## config.mk

```make
export PLATFORM = sky130hd
export DESIGN_NAME = axi4lite_master
export DESIGN_NICKNAME = d
export VERILOG_FILES = /design/src/rtl/axi4lite_master.sv
export SDC_FILE = /design/constraint.sdc
export NUM_CORES = 1
export LEC_CHECK = 0
export BUFFER_PORTS_ARGS = -buffer_cell sky130_fd_sc_hd__clkbuf_2
export CAP_MARGIN = 15
export CORE_MARGIN = 8
export CORE_UTILIZATION = 43
export DETAILED_ROUTE_END_ITERATION = 6
export GPL_TIMING_DRIVEN = 1
export PLACE_DENSITY_LB_ADDON = 0.1
export SETUP_SLACK_MARGIN = 0.1
export SLEW_MARGIN = 30
export SYNTH_ARGS = -nofsm -noshare
export SYNTH_HDL_FRONTEND = slang
export SYNTH_SLANG_ARGS = --single-unit
```

## constraint.sdc

```tcl
create_clock -name aclk -period 1.6 [get_ports aclk]
set_clock_uncertainty 0.15 [all_clocks]
set_input_delay 0.24 -clock aclk [delete_from_list [all_inputs] [get_ports aclk]]
set_output_delay 0.24 -clock aclk [all_outputs]
set_load 0.02 [all_outputs]
```

## src/rtl/axi4lite_master.sv

```systemverilog
// AXI4-Lite manager: runs one read or write per accepted request and reports data/status
// on a one-cycle response strobe, with a response-phase timeout against a hung subordinate.
module axi4lite_master #(
   parameter int ADDR_WIDTH = 32,
   parameter int TIMEOUT    = 255
) (
   input  logic                  aclk,
   input  logic                  areset_n,
   // Every handshake (request port and all AXI channels) completes on a rising edge where
   // valid and ready are both high; a raised valid keeps its payload stable until then.
   input  logic                  req_valid,
   output logic                  req_ready,
   input  logic                  req_write,
   input  logic [ADDR_WIDTH-1:0] req_addr,
   input  logic [31:0]           req_wdata,
   input  logic [3:0]            req_wstrb,
   output logic                  rsp_valid,
   output logic [31:0]           rsp_rdata,
   output logic                  rsp_err,
   output logic                  rsp_timeout,
   output logic                  awvalid,
   input  logic                  awready,
   output logic [ADDR_WIDTH-1:0] awaddr,
   output logic [2:0]            awprot,
   output logic                  wvalid,
   input  logic                  wready,
   output logic [31:0]           wdata,
   output logic [3:0]            wstrb,
   input  logic                  bvalid,
   output logic                  bready,
   input  logic [1:0]            bresp,
   output logic                  arvalid,
   input  logic                  arready,
   output logic [ADDR_WIDTH-1:0] araddr,
   output logic [2:0]            arprot,
   input  logic                  rvalid,
   output logic                  rready,
   input  logic [31:0]           rdata,
   input  logic [1:0]            rresp,
   output logic [2:0]            dbg_state_o
);

   typedef enum logic [2:0] {
      S_IDLE  = 3'd0,
      S_WRITE = 3'd1,
      S_WRESP = 3'd2,
      S_READ  = 3'd3,
      S_RRESP = 3'd4,
      S_FLUSH = 3'd5
   } state_t;

   localparam int            CW       = (TIMEOUT > 0) ? $clog2(TIMEOUT + 1) : 1;
   localparam bit            TMO_EN   = (TIMEOUT > 0);
   localparam logic [CW-1:0] TMO_LAST = CW'((TIMEOUT > 0) ? TIMEOUT - 1 : 0);

   state_t                  state_q, state_d;
   logic                    awvalid_q, awvalid_d;
   logic                    wvalid_q, wvalid_d;
   logic                    arvalid_q, arvalid_d;
   logic [ADDR_WIDTH-1:0]   awaddr_q, awaddr_d;
   logic [ADDR_WIDTH-1:0]   araddr_q, araddr_d;
   logic [31:0]             wdata_q, wdata_d;
   logic [3:0]              wstrb_q, wstrb_d;
   logic                    dir_wr_q, dir_wr_d;
   logic                    rsp_valid_q, rsp_valid_d;
   logic                    rsp_err_q, rsp_err_d;
   logic                    rsp_timeout_q, rsp_timeout_d;
   logic [31:0]             rsp_rdata_q, rsp_rdata_d;
   logic [CW-1:0]           tmo_cnt_q, tmo_cnt_d;
   logic                    unused_resp;

   always_ff @(posedge aclk or negedge areset_n) begin
      if (!areset_n) begin
         state_q       <= S_IDLE;
         awvalid_q     <= 1'b0;
         wvalid_q      <= 1'b0;
         arvalid_q     <= 1'b0;
         awaddr_q      <= '0;
         araddr_q      <= '0;
         wdata_q       <= '0;
         wstrb_q       <= '0;
         dir_wr_q      <= 1'b0;
         rsp_valid_q   <= 1'b0;
         rsp_err_q     <= 1'b0;
         rsp_timeout_q <= 1'b0;
         rsp_rdata_q   <= '0;
         tmo_cnt_q     <= '0;
      end else begin
         state_q       <= state_d;
         awvalid_q     <= awvalid_d;
         wvalid_q      <= wvalid_d;
         arvalid_q     <= arvalid_d;
         awaddr_q      <= awaddr_d;
         araddr_q      <= araddr_d;
         wdata_q       <= wdata_d;
         wstrb_q       <= wstrb_d;
         dir_wr_q      <= dir_wr_d;
         rsp_valid_q   <= rsp_valid_d;
         rsp_err_q     <= rsp_err_d;
         rsp_timeout_q <= rsp_timeout_d;
         rsp_rdata_q   <= rsp_rdata_d;
         tmo_cnt_q     <= tmo_cnt_d;
      end
   end

   always_comb begin
      state_d       = state_q;
      awvalid_d     = awvalid_q;
      wvalid_d      = wvalid_q;
      arvalid_d     = arvalid_q;
      awaddr_d      = awaddr_q;
      araddr_d      = araddr_q;
      wdata_d       = wdata_q;
      wstrb_d       = wstrb_q;
      dir_wr_d      = dir_wr_q;
      rsp_valid_d   = 1'b0;
      rsp_err_d     = 1'b0;
      rsp_timeout_d = 1'b0;
      rsp_rdata_d   = rsp_rdata_q;
      tmo_cnt_d     = tmo_cnt_q;
      unique case (state_q)
         S_IDLE: begin
            if (req_valid) begin
               dir_wr_d = req_write;
               if (req_write) begin
                  awaddr_d  = req_addr;
                  wdata_d   = req_wdata;
                  wstrb_d   = req_wstrb;
                  awvalid_d = 1'b1;
                  wvalid_d  = 1'b1;
                  state_d   = S_WRITE;
               end else begin
                  araddr_d  = req_addr;
                  arvalid_d = 1'b1;
                  state_d   = S_READ;
               end
            end
         end
         S_WRITE: begin
            // AW and W retire independently; leave once neither is still pending.
            awvalid_d = awvalid_q & ~awready;
            wvalid_d  = wvalid_q & ~wready;
            if (!awvalid_d && !wvalid_d) begin
               state_d   = S_WRESP;
               tmo_cnt_d = '0;
            end
         end
         S_WRESP: begin
            if (bvalid) begin
               rsp_valid_d = 1'b1;
               rsp_err_d   = bresp[1];
               state_d     = S_IDLE;
            end else if (TMO_EN && tmo_cnt_q == TMO_LAST) begin
               rsp_valid_d   = 1'b1;
               rsp_err_d     = 1'b1;
               rsp_timeout_d = 1'b1;
               state_d       = S_FLUSH;
            end else begin
               tmo_cnt_d = tmo_cnt_q + CW'(1);
            end
         end
         S_READ: begin
            arvalid_d = arvalid_q & ~arready;
            if (!arvalid_d) begin
               state_d   = S_RRESP;
               tmo_cnt_d = '0;
            end
         end
         S_RRESP: begin
            if (rvalid) begin
               rsp_valid_d = 1'b1;
               rsp_err_d   = rresp[1];
               rsp_rdata_d = rdata;
               state_d     = S_IDLE;
            end else if (TMO_EN && tmo_cnt_q == TMO_LAST) begin
               rsp_valid_d   = 1'b1;
               rsp_err_d     = 1'b1;
               rsp_timeout_d = 1'b1;
               state_d       = S_FLUSH;
            end else begin
               tmo_cnt_d = tmo_cnt_q + CW'(1);
            end
         end
         S_FLUSH: begin
            // The late response has already been reported as a timeout; swallow it silently.
            if (dir_wr_q ? bvalid : rvalid) begin
               state_d = S_IDLE;
            end
         end
         default: state_d = S_IDLE;
      endcase
   end

   assign req_ready   = areset_n & (state_q == S_IDLE);
   assign awvalid     = awvalid_q;
   assign awaddr      = awaddr_q;
   assign awprot      = 3'b000;
   assign wvalid      = wvalid_q;
   assign wdata       = wdata_q;
   assign wstrb       = wstrb_q;
   assign bready      = (state_q == S_WRESP) | ((state_q == S_FLUSH) & dir_wr_q);
   assign arvalid     = arvalid_q;
   assign araddr      = araddr_q;
   assign arprot      = 3'b000;
   assign rready      = (state_q == S_RRESP) | ((state_q == S_FLUSH) & ~dir_wr_q);
   assign rsp_valid   = rsp_valid_q;
   assign rsp_err     = rsp_err_q;
   assign rsp_timeout = rsp_timeout_q;
   assign rsp_rdata   = rsp_rdata_q;
   assign dbg_state_o = state_q;
   assign unused_resp = bresp[0] ^ rresp[0];

endmodule

```

==> results.ini <==
[global_routing]
antenna_found_initial = 0
grt_first_pass_wirelength_um = 32900
grt_max_degree = 151
grt_usage_pct = 23.3
grt_pass1_vias = 5875
grt-ovfl-total = 0

[worst_setup_path]
timing.critical_path.from = dbg_state_o[0]
cp-start-kind = flip-flop
ff2ff_setup_slack_ps = -420
reg2reg_depth = 8
critical_path_arrival_ps = 2160
setup.worst_path.class = flip-flop to flip-flop
r2r-end = awaddr[6]
r2r_start = dbg_state_o[0]
worstSetupEndpoint = awaddr[6]
worstPathMaxFanout = 7
required_ps = 1750
end_kind = flip-flop

[yosys]
synth-seq-cells = 150
syn_inst = 408
synth_top_area_cell = dfrtp_1
synthTopCellsByArea = dfrtp_1 (62%), mux2_2 (22%), mux2_4 (2.2%)
syn-cell-area_mm2 = 0.00606
ys_seq_area_share_pct = 62.0
yosys_warnings = 0
synthFlopType = dfrtp_1
synthDistinctLibCells = 45
synth_top_area_share_pct = 62.0
async_flop_share_pct = 100
synth_edf_count = 0
syn_area_per_cell_um2 = 14.8

[clock_tree]
clock_path_buffers = 2
root_buffer = clkbuf_16
cts_tree = yes
clk_pin_slew_ps = 60
clock_latency_ps = 410
htree_levels = 4
cts_made_buffers = 17
cts.sinks = 150

[sta]
drv_slew = 0
final.setup.worst_slack_ps = -415
min_period_ps = 2020
worst-slew-pin-transition_ps = 854
fmaxAchievable_mhz = 496
rsz0062_at_grt = true
finalCritPeriodShare_pct = 126
hold_viol = 0
max-slew-margin-rel_pct = 43.1
report.final.setup_viol = 153

[detailed_routing]
drc = 0
post_drt_wl_per_cell_um = 20.7
avgViaCountPerCell = 5.01
dr.pass1.iters = 5
num_vias = 5252
drtIter0Drc = 192
wirelength_um = 21700
detail-route-antenna-nets = 0

[pwr]
leakage_nw = 5.33
peakVddDrop_v = 0.00119
cellPowerDensity_mw_per_mm2 = 2040
finalPower_mw = 22.0

[place]
gp_congestion = 0.783
port_buffers = 254
placed_cells = 863
hpwlAfterDp_um = 12000

[job]
cap_violations = 0

[min_path]
hold_class = input port to flip-flop
whs_path_depth = 3

[die]
coreArea_mm2 = 0.0138
die_w_um = 135
io_pins = 263
dieArea_mm2 = 0.0181
die_h_um = 135
initial_core_util_pct = 43.8
rows = 43

[cells_and_area]
final_common_cell = clkbuf_2
instances_no_fill = 1049
layout-area-overhead-vs-synth_pct = 78.6
final_nets = 971
drive_gt1_share_pct = 62.9
antennaDiodeCount = 0
layout_common_cells = clkbuf_2 (244), dfrtp_1 (147), dlygate4sd3_1 (106), mux2_4 (78), mux2_2 (54)

[outcome]
status = finished, violations left
violations = negative setup slack

## cells in the mapped netlist, types with 3 or more instances
cell,count
a21oi_1,11
nor2_1,8
nor2b_1,4
a31oi_1,4
o21ai_1,4
nor3b_1,3
buf_4,12
mux2_4,9
nand3_1,3
dfrtp_1,150
o21ai_0,11
mux2_2,121
nand2b_1,3
inv_1,6
nand2_1,10
buf_2,9
## stage by stage
stage               setup TNS, ps  utilization, %  hold slack [ps]  setup slack (ps)  cell area (um2)
detailed placement         -19700            57.7              289              -184             7980
CTS                        -41990            76.9             22.3              -371            10600
global placement           -16820            57.7              280              -165             7980
floorplan                  -19570               -             -206              -233             6310
finish                     -44130            78.2             56.6              -415            10800
global route               -49980            78.2             52.3              -444            10800
## cell families (layout without fill, tap and decap cells)
group                    count (synthesis)  in the layout  share of synthesized area [%]
AO/OA/AOI/OAI                           46             47                           4.77
adder cells (fa/ha/maj)                  2              2                          0.413
buffers and inverters                   31            486                           3.10
flip-flops                             150            150                           62.0
multiplexers                           133            133                           25.3
other                                    1              6                         0.0619
AND/OR/NAND/NOR                         45             45                           4.42
## worst max-delay path, stage by stage, from the launching register on
cell and delay (ps):
dfrtp_2 440, nor3_4 250, buf_6 140, buf_6 100
nand3_4 80, buf_12 170, buf_8 130, buf_16 140
mux2_4 290
## sequential cells by signal (all words and copies together), names as in the netlist
register / count
araddr: 32
arvalid: 1
awaddr: 32
awvalid: 1
dbg_state_o: 3
dir_wr_q: 1
rsp_err: 1
rsp_rdata: 32
rsp_timeout: 1
rsp_valid: 1
tmo_cnt_q: 8
wdata: 32
wstrb: 4
wvalid: 1
## final cells by class
cell class	instances	area [um2]
fillers	785	3010
clock inverters	15	138
multi-input cells	233	2650
repair buffers	448	3600
inverters	6	22.5
flip-flops and latches	150	3760
clock buffers	17	425
well taps	180	225
## repair_timing
item                                    4_1_cts  5_1_grt
resized for setup                           100       51
setup buffers                                28        9
cloned                                       15        3
pin swaps                                    20       10
hold buffers                                106        0
endpoints found under the setup margin      153      159
hold endpoints to repair                    286        0
## report_power, final
group	switching, mW	total (mW)	internal [mW]
Sequential	1.15	6.80	5.65
Clock	1.72	3.77	2.05
Combinational	5.78	11.4	5.66
## how the worst min path moves through the flow
stage | start | slack, ps | to
final | arready | 60 | dbg_state_o[1]
after global placement | awready | 280 | awvalid
after detailed placement | arready | 290 | arvalid
after global routing | arready | 50 | dbg_state_o[1]
after floorplan | areset_n | -210 | araddr[0]
after CTS | arready | 20 | dbg_state_o[1]
## metal layers
| metal | up-vias | routed length, um | track usage [%] |
|---|---|---|---|
| met5 | - | 0 | 0 |
| met4 | 0 | 331 | 6.55 |
| met3 | 32 | 1870 | 8.32 |
| met2 | 248 | 11300 | 40.1 |
| met1 | 2617 | 8140 | 26.6 |
| li1 | 2355 | - | - |
Power figures use the tool's default switching activity.
